[config.mk]
export PLATFORM = sky130hd
export DESIGN_NAME = fetch_unit
export DESIGN_NICKNAME = d
export VERILOG_FILES = /design/src/rtl/fetch_unit.sv
export SDC_FILE = /design/constraint.sdc
export NUM_CORES = 1
export LEC_CHECK = 0
export ABC_AREA = 1
export CORE_ASPECT_RATIO = 1.1
export CORE_MARGIN = 4
export CORE_UTILIZATION = 55
export CTS_CLUSTER_DIAMETER = 80
export DETAILED_ROUTE_END_ITERATION = 10
export GPL_ROUTABILITY_DRIVEN = 0
export PLACE_DENSITY = 0.79
export SLEW_MARGIN = 20
export SYNTH_ARGS = -nofsm -noshare
export SYNTH_HDL_FRONTEND = slang
export SYNTH_SLANG_ARGS = --single-unit
[constraint.sdc]
create_clock -name clk -period 16.2 [get_ports clk]
set_clock_uncertainty 0.15 [all_clocks]
set_input_delay 3.24 -clock clk [delete_from_list [all_inputs] [get_ports clk]]
set_output_delay 3.24 -clock clk [all_outputs]
set_load 0.05 [all_outputs]
[src/rtl/fetch_unit.sv]
// Instruction fetch: owns the PC, issues word requests to imem, buffers in-order
// responses in a small FIFO and hands {instr, instr_pc} to decode.
module fetch_unit #(
  parameter int unsigned           DATA_WIDTH = 32,
  parameter int unsigned           ADDR_WIDTH = 32,
  parameter logic [ADDR_WIDTH-1:0] RESET_PC   = '0,
  parameter int unsigned           DEPTH      = 2
) (
  input  logic                  clk,
  input  logic                  rst,
  output logic                  imem_req_valid,
  input  logic                  imem_req_ready,
  output logic [ADDR_WIDTH-1:0] imem_req_addr,
  input  logic                  imem_rsp_valid,
  input  logic [DATA_WIDTH-1:0] imem_rsp_data,
  input  logic                  redirect_valid,
  input  logic [ADDR_WIDTH-1:0] redirect_pc,
  output logic                  instr_valid,
  input  logic                  instr_ready,
  output logic [DATA_WIDTH-1:0] instr,
  output logic [ADDR_WIDTH-1:0] instr_pc
);

  localparam int unsigned TAGS = 2 * DEPTH;
  localparam int unsigned PW   = $clog2(DEPTH);
  localparam int unsigned TW   = $clog2(TAGS);
  localparam int unsigned CW   = $clog2(TAGS + 1) + 1;

  typedef logic [CW-1:0] cnt_t;

  logic [ADDR_WIDTH-1:0] pc_q, pc_d;
  cnt_t                  out_q, out_d;
  cnt_t                  squash_q, squash_d;
  cnt_t                  cnt_q, cnt_d;
  logic [PW-1:0]         rd_q, rd_d, wr_q, wr_d;
  logic [TW-1:0]         th_q, th_d, tt_q, tt_d;

  logic [DATA_WIDTH-1:0] fifo_data_q [DEPTH];
  logic [ADDR_WIDTH-1:0] fifo_pc_q   [DEPTH];
  logic [ADDR_WIDTH-1:0] tag_q       [TAGS];

  cnt_t live;
  logic accept, push, pop;

  // Squashed requests still occupy an outstanding slot but will never reach the FIFO.
  assign live           = out_q - squash_q;
  assign imem_req_valid = !rst && !redirect_valid && (out_q < cnt_t'(TAGS))
                          && ((cnt_q + live) < cnt_t'(DEPTH));
  assign imem_req_addr  = pc_q;
  assign accept         = imem_req_valid && imem_req_ready;

  assign instr_valid = (cnt_q != '0) && !redirect_valid;
  assign instr       = (cnt_q != '0) ? fifo_data_q[rd_q] : '0;
  assign instr_pc    = (cnt_q != '0) ? fifo_pc_q[rd_q]   : '0;
  assign pop         = instr_valid && instr_ready;
  assign push        = imem_rsp_valid && !redirect_valid && (squash_q == '0);

  always_comb begin
    pc_d     = pc_q;
    squash_d = squash_q;
    cnt_d    = cnt_q;
    rd_d     = rd_q;
    wr_d     = wr_q;
    th_d     = th_q;
    tt_d     = tt_q;
    out_d    = out_q + cnt_t'(accept) - cnt_t'(imem_rsp_valid);
    if (accept) begin
      pc_d = pc_q + ADDR_WIDTH'(4);
      tt_d = tt_q + 1'b1;
    end
    if (imem_rsp_valid) th_d = th_q + 1'b1;
    if (redirect_valid) begin
      // Every request still in flight after this cycle's response is stale.
      pc_d     = redirect_pc & ~(ADDR_WIDTH'(3));
      squash_d = out_q - cnt_t'(imem_rsp_valid);
      cnt_d    = '0;
      rd_d     = '0;
      wr_d     = '0;
    end else begin
      if (imem_rsp_valid && (squash_q != '0)) squash_d = squash_q - 1'b1;
      if (push) wr_d = wr_q + 1'b1;
      if (pop)  rd_d = rd_q + 1'b1;
      cnt_d = cnt_q + cnt_t'(push) - cnt_t'(pop);
    end
  end

  always_ff @(posedge clk or posedge rst) begin
    if (rst) begin
      pc_q     <= RESET_PC;
      out_q    <= '0;
      squash_q <= '0;
      cnt_q    <= '0;
      rd_q     <= '0;
      wr_q     <= '0;
      th_q     <= '0;
      tt_q     <= '0;
    end else begin
      pc_q     <= pc_d;
      out_q    <= out_d;
      squash_q <= squash_d;
      cnt_q    <= cnt_d;
      rd_q     <= rd_d;
      wr_q     <= wr_d;
      th_q     <= th_d;
      tt_q     <= tt_d;
    end
  end

  // Storage is guarded by the counters, so it needs no reset.
  always_ff @(posedge clk) begin
    if (push) begin
      fifo_data_q[wr_q] <= imem_rsp_data;
      fifo_pc_q[wr_q]   <= tag_q[th_q];
    end
    if (accept) tag_q[tt_q] <= pc_q;
  end

  always_ff @(posedge clk) begin
    if (!rst) assert (!(imem_rsp_valid && (out_q == '0)));
  end

endmodule

---- Word-level counts from Yosys, hierarchy flattened ----
Memories as Yosys holds them, arrays and structs flattened.
Index checks and enable logic that the tools add are counted.
cells by class
  reductions and logical operators ........ 18
  equal/unequal tests ..................... 0
  mux-type cells .......................... 15
  $lt $le $gt $ge ......................... 2
  div/mod/pow operators ................... 0
  multipliers ............................. 0
  bitwise logic cells ..................... 0
  shift operators ......................... 0
  $add $sub $neg .......................... 13
operators by type and width
  operator               number
  $mux 32                4
  $add 32x3->32 const B  1
  $mux 4                 3
  $sub 4x1->4            3
  $logic_and 1x1->1      9
  $add 4x1->4            2
  $mux 1                 8
  $reduce_bool 2->1      4
  $reduce_bool 4->1      2
  $add 2x1->2 const B    2
  $add 4x4->4            1
  $logic_not 4->1        1
  $lt 4x2->1 const B     1
  $lt 4x3->1 const B     1
  $sub 4x1->4 const B    1
  $sub 4x4->4            1
  $add 1x1->1 const B    2
  $logic_not 1->1        2
word-level totals
  word-level logic and storage cells ...... 59
  input bits .............................. 70
  flip-flop bits (word level) ............. 50
  bits in latches ......................... 0
  output and inout bits ................... 98
  RAM bits ................................ 256
  memories ................................ 3
  bits in read-only memories .............. 0
memory list
  name         depth  width  rd ports  clocked after Yosys merged registers in  wr ports  line  text
  tag_q        4      32     1         0                                        1         40    logic [ADDR_WIDTH-1:0] tag_q [TAGS];
  fifo_data_q  2      32     1         0                                        1         38    logic [DATA_WIDTH-1:0] fifo_data_q [DEPTH];
  fifo_pc_q    2      32     1         0                                        1         39    logic [ADDR_WIDTH-1:0] fifo_pc_q [DEPTH];

---- Longest topological paths before layout ----
Gate-level depths: netlist of run 1.
  depth in word-level cells ............... 7
  gate-level depth with buffers ........... 19
  gate-level depth less buffers ........... 17

---- Worst setup path after synthesis of run 1 ----
OpenSTA, ideal clock, no wires.
  path type ............................... in2out
  start point ............................. input port rst
  end point ............................... output port imem_req_valid
  slack ................................... 6991 ps
  cell stages on the path ................. 4
  path buffers ............................ 0
  required time ........................... 12810 ps
  arrival ................................. 5819 ps
  path through ............................ inv_1 -> nand3_1 -> nor2_1 -> a21boi_0
on the way
  cells in the longest elaborated chain, start to end .. 4
RTL lines
  what                            line  text
  from (decl)                     10    input logic rst,
  $logic_not 1->1                 --
  $logic_and 1x1->1 (2 in a row)  47    assign imem_req_valid = !rst && !redirect_valid && (out_q < cnt_t'(TAGS))
  $logic_and 1x1->1               48    && ((cnt_q + live) < cnt_t'(DEPTH));
  to (decl)                       11    output logic imem_req_valid,
Every way passes these cells.

---- Worst setup path in the final report of run 1 ----
Ends and elaborated chain as after synthesis.

==> results of run 1 <==
## placed cells by master, fill, tap and decap left out, types with 2 or more instances in the layout
master / count
inv_1: 117
a21oi_1: 7
clkbuf_16: 29
bufinv_16: 6
nand4_1: 5
clkbuf_1: 9
ha_1: 23
mux2_2: 62
clkinv_1: 5
o21bai_1: 4
nand3_1: 51
xnor2_1: 6
clkdlybuf4s50_1: 161
nor2_1: 109
clkinv_2: 4
clkbuf_8: 2
nand3_2: 11
nand2_2: 2
dfrtp_1: 47
nand2_1: 295
o21ai_0: 81
conb_1: 4
buf_4: 10
inv_2: 4
edfxtp_1: 244
o22ai_1: 31
xor2_1: 12
nor2_4: 6
nor2_2: 5
fa_1: 5
a31oi_1: 2
## logic make-up (layout without fill, tap and decap cells)
kind of cell / after synthesis / after routing / share of synthesized area
buffers and inverters: 178 / 348 / 0.0572
DFF: 292 / 292 / 0.644
muxes: 62 / 62 / 0.0528
AOI/OAI and AO/OA: 129 / 129 / 0.0532
other: 1 / 4 / 0.000283
xor gates and xnor gates: 18 / 18 / 0.0119
and+or+nand+nor: 485 / 485 / 0.151
adders and majority gates: 28 / 28 / 0.0293
## per-stage QoR
stage               instances  power, mW  hold slack (ps)   util  setup slack (ps)
floorplan                1196       1.78              310      -              6990
global placement         1618       2.11              374  0.636              7040
detailed placement       1618       2.13              391  0.636              7000
CTS                      1671       2.84              405  0.678              6970
global route             1671       2.97              434  0.678              6750
finish                   1671       2.82              400  0.678              7010
## report_power, final
part	internal, mW	leakage (nW)	switching, mW
logic	0.379	3.07	0.762
clock network	0.434	0.490	0.269
registers	0.906	2.80	0.0671
## critical path, stage by stage
cell	delay, ps
clkdlybuf4s50_1	410
inv_2	50
buf_4	530
nand3_1	140
nor2_1	190
a21boi_0	330
clkdlybuf4s50_1	870
## flip-flops by register name, summed over array words and instances, names as in the netlist
signal	count
fifo_pc_q	60
tt_q	2
fifo_data_q	64
th_q	2
squash_q	4
wr_q	1
imem_req_addr	30
cnt_q	4
rd_q	1
tag_q	120
out_q	4
## path summary, 6_finish.rpt
path                           from                to  cells past startpoint
max                             rst    imem_req_valid                      7
min                         tt_q[1]           tt_q[1]                      2
max reg2reg                out_q[1]          out_q[2]                     14
min reg2reg                 tt_q[1]           tt_q[1]                      2
max in group asynchronous       rst              rd_q                      3
min in group asynchronous       rst  imem_req_addr[7]                      3
## routing by layer
layer	up-vias	track usage	share of wire	wire length, um
met2	341	0.347	0.48	13500
met3	36	0.0301	0.071	1970
met5	-	0	0	0
li1	4307	-	-	-
met1	4239	0.277	0.43	11800
met4	0	0.0537	0.018	505
## final cells by class
type,instances,area [um^2]
clock inverter,13,216
inverter,124,465
fill,1684,7630
tap,305,382
multi-input combinational,726,4000
timing repair buffer,171,1690
clock buffer,40,787
sequential,292,8530
==> impl_metrics.yaml, run 1 <==
run_status:
  status: "finished, final reports clean"
synth:
  yosysMostFrequentCell: "nand2_1"
  synth_warnings: 0
  avgSynthCellArea_um2: 11.1
  synth_top_flop_cell: "edfxtp_1"
  ys_ff_latch: 292
  synth_top_cell_by_area: "edfxtp_1"
  synth_cell_type_count: 36
  synthesis.instances: 1193
  synth_edf_count: 244
  synth_area_leaders: "edfxtp_1 55%, dfrtp_1 9.1%, nand2_1 8.4%, mux2_2 5.3%, inv_1 3.4%"
  seq_area_frac_synth: 0.644
  synth_top_area_share: 0.554
  syn_area_mm2: 0.0132
  async_flop_share: 0.164
  synth_commonest_cells: "295 x nand2_1, 244 x edfxtp_1, 119 x inv_1, 114 x nor2_1, 81 x o21ai_0"
clock_network:
  cts_tree: "built"
  cts_made_buffers: 29
  postCtsSetupRepairBufs: 0
  cts.clk_slew.worst_paths_ps: 60
  cts_buffer_depth: 3
  htreeDepth: 1
  cts_repair_resize_count: 0
  cts.sinks: 292
  clk_latency_ps: 530
  ctsHoldBuffers: 0
  root_buffer: "clkbuf_16"
placed_design:
  hpwl_mm: 17.1
  post_dp_cell_area_mm2: 0.0151
  port_buffers: 161
power:
  leakage_nw: 6.37
  cellPowerDensity_mw_per_mm2: 175
  peakVddDrop_uv: 125
floorplanning:
  rows: 59
  start_util: 0.558
  core_mm2: 0.0237
  ios: 168
  die_area_mm2: 0.0266
  die_h_um: 171
  die_w_um: 156
grt:
  grt_pass1_vias: 8800
  grt_pass1_wl_mm: 44.1
  grt_max_degree: 65
  grt.total_usage: 0.204
  overflow: 0
  grt_antenna_before_repair: 0
final_layout:
  areaGrowthSynthToFinish_pct: 21.4
  insertedDiodeCount: 0
  fin_area_mm2: 0.0161
  drive_gt1_frac: 0.105
  fin_nets: 1442
critical_path:
  crit_fanout: 49
  cp_data_required_time_ps: 12810
  crit_path_start_kind: "input pin"
  critPathKind: "in2out"
  reg2reg_setup_slack_ps: 11690
  arrival_ps: 5800
  cp-end-kind: "output pin"
routing:
  routed_wl_mm: 27.8
  ant_nets: 0
  dr.pass1.iters: 5
  drt_iter0_drc: 738
  viasPerCell: 5.34
  num_vias: 8923
  drc: 0
  wl_per_cell_um: 16.6
sta:
  setup_viol: 0
  relSlewSlack: 0.287
  fin_crit_sh: 0.567
  fin_crit_ps: 9190
  hold_viol: 0
  fmax_ghz: 0.109
  slew_violations: 0
  fin_setup_tns_ps: 0
  tightest_slew_ps: 1070
  grt_setup_unrepaired: "no"
min_path:
  hold_class: "reg2reg"
flow_run:
  drv_cap: 0
(Power assumes the default switching activity.)
==> inputs of run 2 (changes only) <==
clock period = 9.3 ns   (was 16.2 ns; I/O delays follow)
==> run 2 against run 1 <==
Routed wire length rose by 1.5%. Via count grew 1.0%. Critical path depth stayed put. Register-to-register slack got worse by 6900 ps. Combinational power grew 75%. Non-clock buffer count did not move. Flip-flop and latch count unchanged. Largest power group unchanged. Worst setup slack got worse by 4100 ps. Die area stayed put. Count of clock-buffer cells in the layout decreased by 8. Sequential share of layout area grew 0.29 points. Core utilization is 0.37 points lower.
==> impl_metrics.yaml, run 2 (synthesized netlist as in run 1, its figures left out) <==
run_status:
  status: "finished, final reports clean"
sta:
  relSlewSlack: 0.292
  fin_crit_ps: 6360
  fmax_ghz: 0.157
  fin_setup_tns_ps: 0
  fin_crit_sh: 0.684
  hold_viol: 0
  setup_viol: 0
  tightest_slew_ps: 1060
  slew_violations: 0
  grt_setup_unrepaired: "no"
clock_network:
  htreeDepth: 1
  cts.sinks: 292
  cts.clk_slew.worst_paths_ps: 60
  postCtsSetupRepairBufs: 0
  cts_tree: "built"
  ctsHoldBuffers: 0
  clk_latency_ps: 550
  cts_made_buffers: 28
  root_buffer: "clkbuf_16"
  cts_repair_resize_count: 0
  cts_buffer_depth: 3
routing:
  ant_nets: 0
  wl_per_cell_um: 16.9
  num_vias: 9012
  dr.pass1.iters: 5
  viasPerCell: 5.40
  routed_wl_mm: 28.2
  drc: 0
  drt_iter0_drc: 760
critical_path:
  cp-end-kind: "output pin"
  critPathKind: "in2out"
  crit_path_start_kind: "input pin"
  crit_top_cell: "clkdlybuf4s50_1"
  crit_fanout: 49
  cp_data_required_time_ps: 7290
  crit_chain: "clkdlybuf4s50_1 -> inv_2 -> buf_4 -> nand3_1 -> nor2_1 -> a21boi_0 -> clkdlybuf4s50_1"
  arrival_ps: 4350
  cp_slowest_cell: "clkdlybuf4s50_1"
  slowest_delay_ps: 870
placed_design:
  hpwl_mm: 17.5
  post_dp_cell_area_mm2: 0.0151
  port_buffers: 161
final_layout:
  reg_top3: "tag_q (120), fifo_data_q (64), fifo_pc_q (60)"
  fin_nets: 1441
  areaGrowthSynthToFinish_pct: 20.7
  layout_common_cells: "295 x nand2_1, 244 x edfxtp_1, 161 x clkdlybuf4s50_1"
  largest-register: "tag_q"
  layout_commonest_cell: "nand2_1"
  largest_reg_flops: 120
  drive_gt1_frac: 0.104
  fin_area_mm2: 0.0160
  insertedDiodeCount: 0
min_path:
  hold_class: "reg2reg"
grt:
  grt_pass1_vias: 8894
  grt_max_degree: 64
  grt_pass1_wl_mm: 44.7
  overflow: 0
  grt_antenna_before_repair: 0
  grt.total_usage: 0.208
floorplanning:
  core_mm2: 0.0237
  die_w_um: 156
  die_h_um: 171
  rows: 59
  ios: 168
  start_util: 0.558
  die_area_mm2: 0.0266
power:
  power.total_mw: 4.82
  leakage_nw: 6.32
  peakVddDrop_uv: 206
  cellPowerDensity_mw_per_mm2: 302
flow_run:
  drv_cap: 0
## run 2: worst max-delay path, delay by kind of cell
kind	cells	cell delay, ps
buf+inv	4	1840
simple gates	2	320
compound gates	1	300
## run 2: final cells by class
cell class	count	area [um^2]
flip-flops and latches	292	8530
fillers	1768	7720
multi-input cells	726	4000
repair buffers	171	1690
clock buffers	32	716
inverters	124	465
well taps	305	382
clock inverters	18	200
## run 2: final timing paths
check                               from               end  slack, ps  cells after the start
worst min-delay path                rd_q              rd_q        350                      1
worst max-delay path                 rst    imem_req_valid       2940                      7
worst min register to register      rd_q              rd_q        350                      1
worst max register to register  out_q[1]          out_q[2]       4800                     14
min in group asynchronous            rst  imem_req_addr[2]       1650                      3
max in group asynchronous            rst              rd_q       6860                      3
## run 2: routing by layer
metal / up-vias / track usage / share of wire
li1: 4318 / - / -
met1: 4336 / 0.279 / 0.42
met2: 325 / 0.365 / 0.50
met3: 33 / 0.0283 / 0.068
met4: 0 / 0.0483 / 0.015
met5: - / 0 / 0
## run 2: through the flow
stage	worst slack (ps)	std cells	utilization	hold slack, ps
2_1_floorplan	2000	1196	-	310
3_3_place_gp	2910	1618	0.636	326
3_5_place_dp	2910	1618	0.636	345
4_1_cts	2910	1668	0.674	356
5_1_grt	2730	1668	0.674	365
6_report	2940	1668	0.674	350
## run 2: power breakdown
part | switching (mW) | internal, mW
combinational | 1.33 | 0.659
clock | 0.475 | 0.662
sequential | 0.118 | 1.58
total | 1.92 | 2.90
==> inputs of run 3 (changes only) <==
clock period = 6.4 ns   (was 9.3 ns; I/O delays follow)
==> run 3 against run 2 <==
Critical path depth rose by 2. Register-to-register slack lost 2800 ps. Global-route usage is 0.40 points higher. Power up 49%. Critical endpoint unchanged. Largest power group unchanged.
==> impl_metrics.yaml, run 3 (synthesized netlist as in run 1, its figures left out) <==
run_status:
  status: "finished, final reports clean"
clock_network:
  cts_made_buffers: 29
  cts.clk_slew.worst_paths_ps: 60
  root_buffer: "clkbuf_16"
  postCtsSetupRepairBufs: 0
  cts_repair_resize_count: 0
  clk_latency_ps: 560
  ctsHoldBuffers: 0
  cts_buffer_depth: 3
  htreeDepth: 1
  cts_tree: "built"
  cts.sinks: 292
power:
  peakVddDrop_uv: 337
  p_int_mw: 4.35
  leakage_nw: 6.42
  cellPowerDensity_mw_per_mm2: 447
  combPwrFrac: 0.399
  power_frac_seq: 0.347
  switchingPower_mw: 2.85
  swShare: 0.396
  power_frac_clock: 0.254
sta:
  fmax_ghz: 0.196
  slew_violations: 0
  fin_crit_sh: 0.799
  final.setup.worst_slack_ps: 1290
  fin_crit_ps: 5110
  setup_viol: 0
  relSlewSlack: 0.294
  grt_setup_unrepaired: "no"
  fin_setup_tns_ps: 0
  hold_viol: 0
  tightest_slew_ps: 1060
grt:
  grt_util_met1: 0.279
  grt.busiest_layer: "met2"
  overflow: 0
  grt_util_met2: 0.374
  met3_usage: 0.0299
  grt.total_usage: 0.212
  grt_max_degree: 64
  grt_pass1_wl_mm: 45.4
  grt_pass1_vias: 8932
  grt_antenna_before_repair: 0
critical_path:
  rr_startpoint: "out_q[1]"
  crit_fanout: 4
  startpoint: "out_q[1]"
  cp_data_required_time_ps: 4970
  crit_path_start_kind: "flip-flop"
  cp-end-kind: "output pin"
  arrival_ps: 3680
  critPathKind: "reg2out"
flow_run:
  drv_cap: 0
final_layout:
  areaGrowthSynthToFinish_pct: 21.9
  largest-register: "tag_q"
  fin_nets: 1444
  layout_common_cells: "294 x nand2_1, 244 x edfxtp_1, 161 x clkdlybuf4s50_1"
  final_core_util: 0.681
  insertedDiodeCount: 0
  layout_commonest_cell: "nand2_1"
  reg_top3: "tag_q (120), fifo_data_q (64), fifo_pc_q (60)"
  drive_gt1_frac: 0.115
  largest_reg_flops: 120
min_path:
  worstHoldStart: "tt_q[1]"
  hold_class: "reg2reg"
floorplanning:
  die_h_um: 171
  start_util: 0.558
  die_w_um: 156
  die_area_mm2: 0.0266
  rows: 59
  ios: 168
  core_mm2: 0.0237
routing:
  viasPerCell: 5.38
  routed_wl_mm: 28.7
  drc: 0
  drt_iter0_drc: 692
  num_vias: 9007
  ant_nets: 0
  wl_per_cell_um: 17.1
  dr.pass1.iters: 5
placed_design:
  dp_slack_ps: 1800
  port_buffers: 161
  hpwl_mm: 17.9
-- run 3: final cells by class --
cell class / count / area, um^2
Clock buffer: 35 / 798
Sequential cell: 292 / 8530
Fill cell: 1713 / 7570
Inverter: 124 / 465
Clock inverter: 19 / 254
Tap cell: 305 / 382
Timing Repair Buffer: 173 / 1700
Multi-Input combinational cell: 726 / 4000
-- run 3: power groups by stage --
stage | Clock, mW | Combinational, mW | Sequential (mW)
2_1_floorplan | 0 | 1.98 | 2.53
3_3_place_gp | 0 | 2.82 | 2.53
3_5_place_dp | 0 | 2.88 | 2.54
4_1_cts | 1.86 | 2.91 | 2.50
5_1_grt | 1.94 | 3.13 | 2.52
6_report | 1.83 | 2.88 | 2.50
-- run 3: through the flow --
stage	power (mW)	cells	hold WS, ps	cell area (um^2)
final	7.21	1674	398	16100
after floorplan	4.52	1196	310	13300
after global placement	5.34	1620	376	15100
after global routing	7.59	1674	459	16100
after detailed placement	5.42	1620	384	15100
after CTS	7.27	1674	401	16100
-- run 3: worst paths after layout --
path,end,slack [ps],cells past startpoint
setup reg to reg,out_q[2],1950,14
max in group asynchronous,rd_q,4480,3
setup / recovery,imem_req_valid,1290,9
hold / removal,tt_q[1],400,2
min in group asynchronous,imem_req_addr[3],1130,3
hold reg to reg,tt_q[1],400,2
-- run 3: metal layers --
metal,wire length (um),share of wire,up-vias
met5,0,0,-
met4,601,0.021,0
met3,2130,0.074,54
met2,14300,0.50,373
met1,11700,0.41,4252
li1,-,-,4328
-- run 3: worst max-delay path, stage by stage (launching register included) --
cell	delay (ps)
dfrtp_1	400
inv_1	130
fa_1	550
inv_1	70
fa_1	490
nor2_1	110
nand3_1	70
nor2_1	160
a21boi_0	300
clkdlybuf4s50_1	860
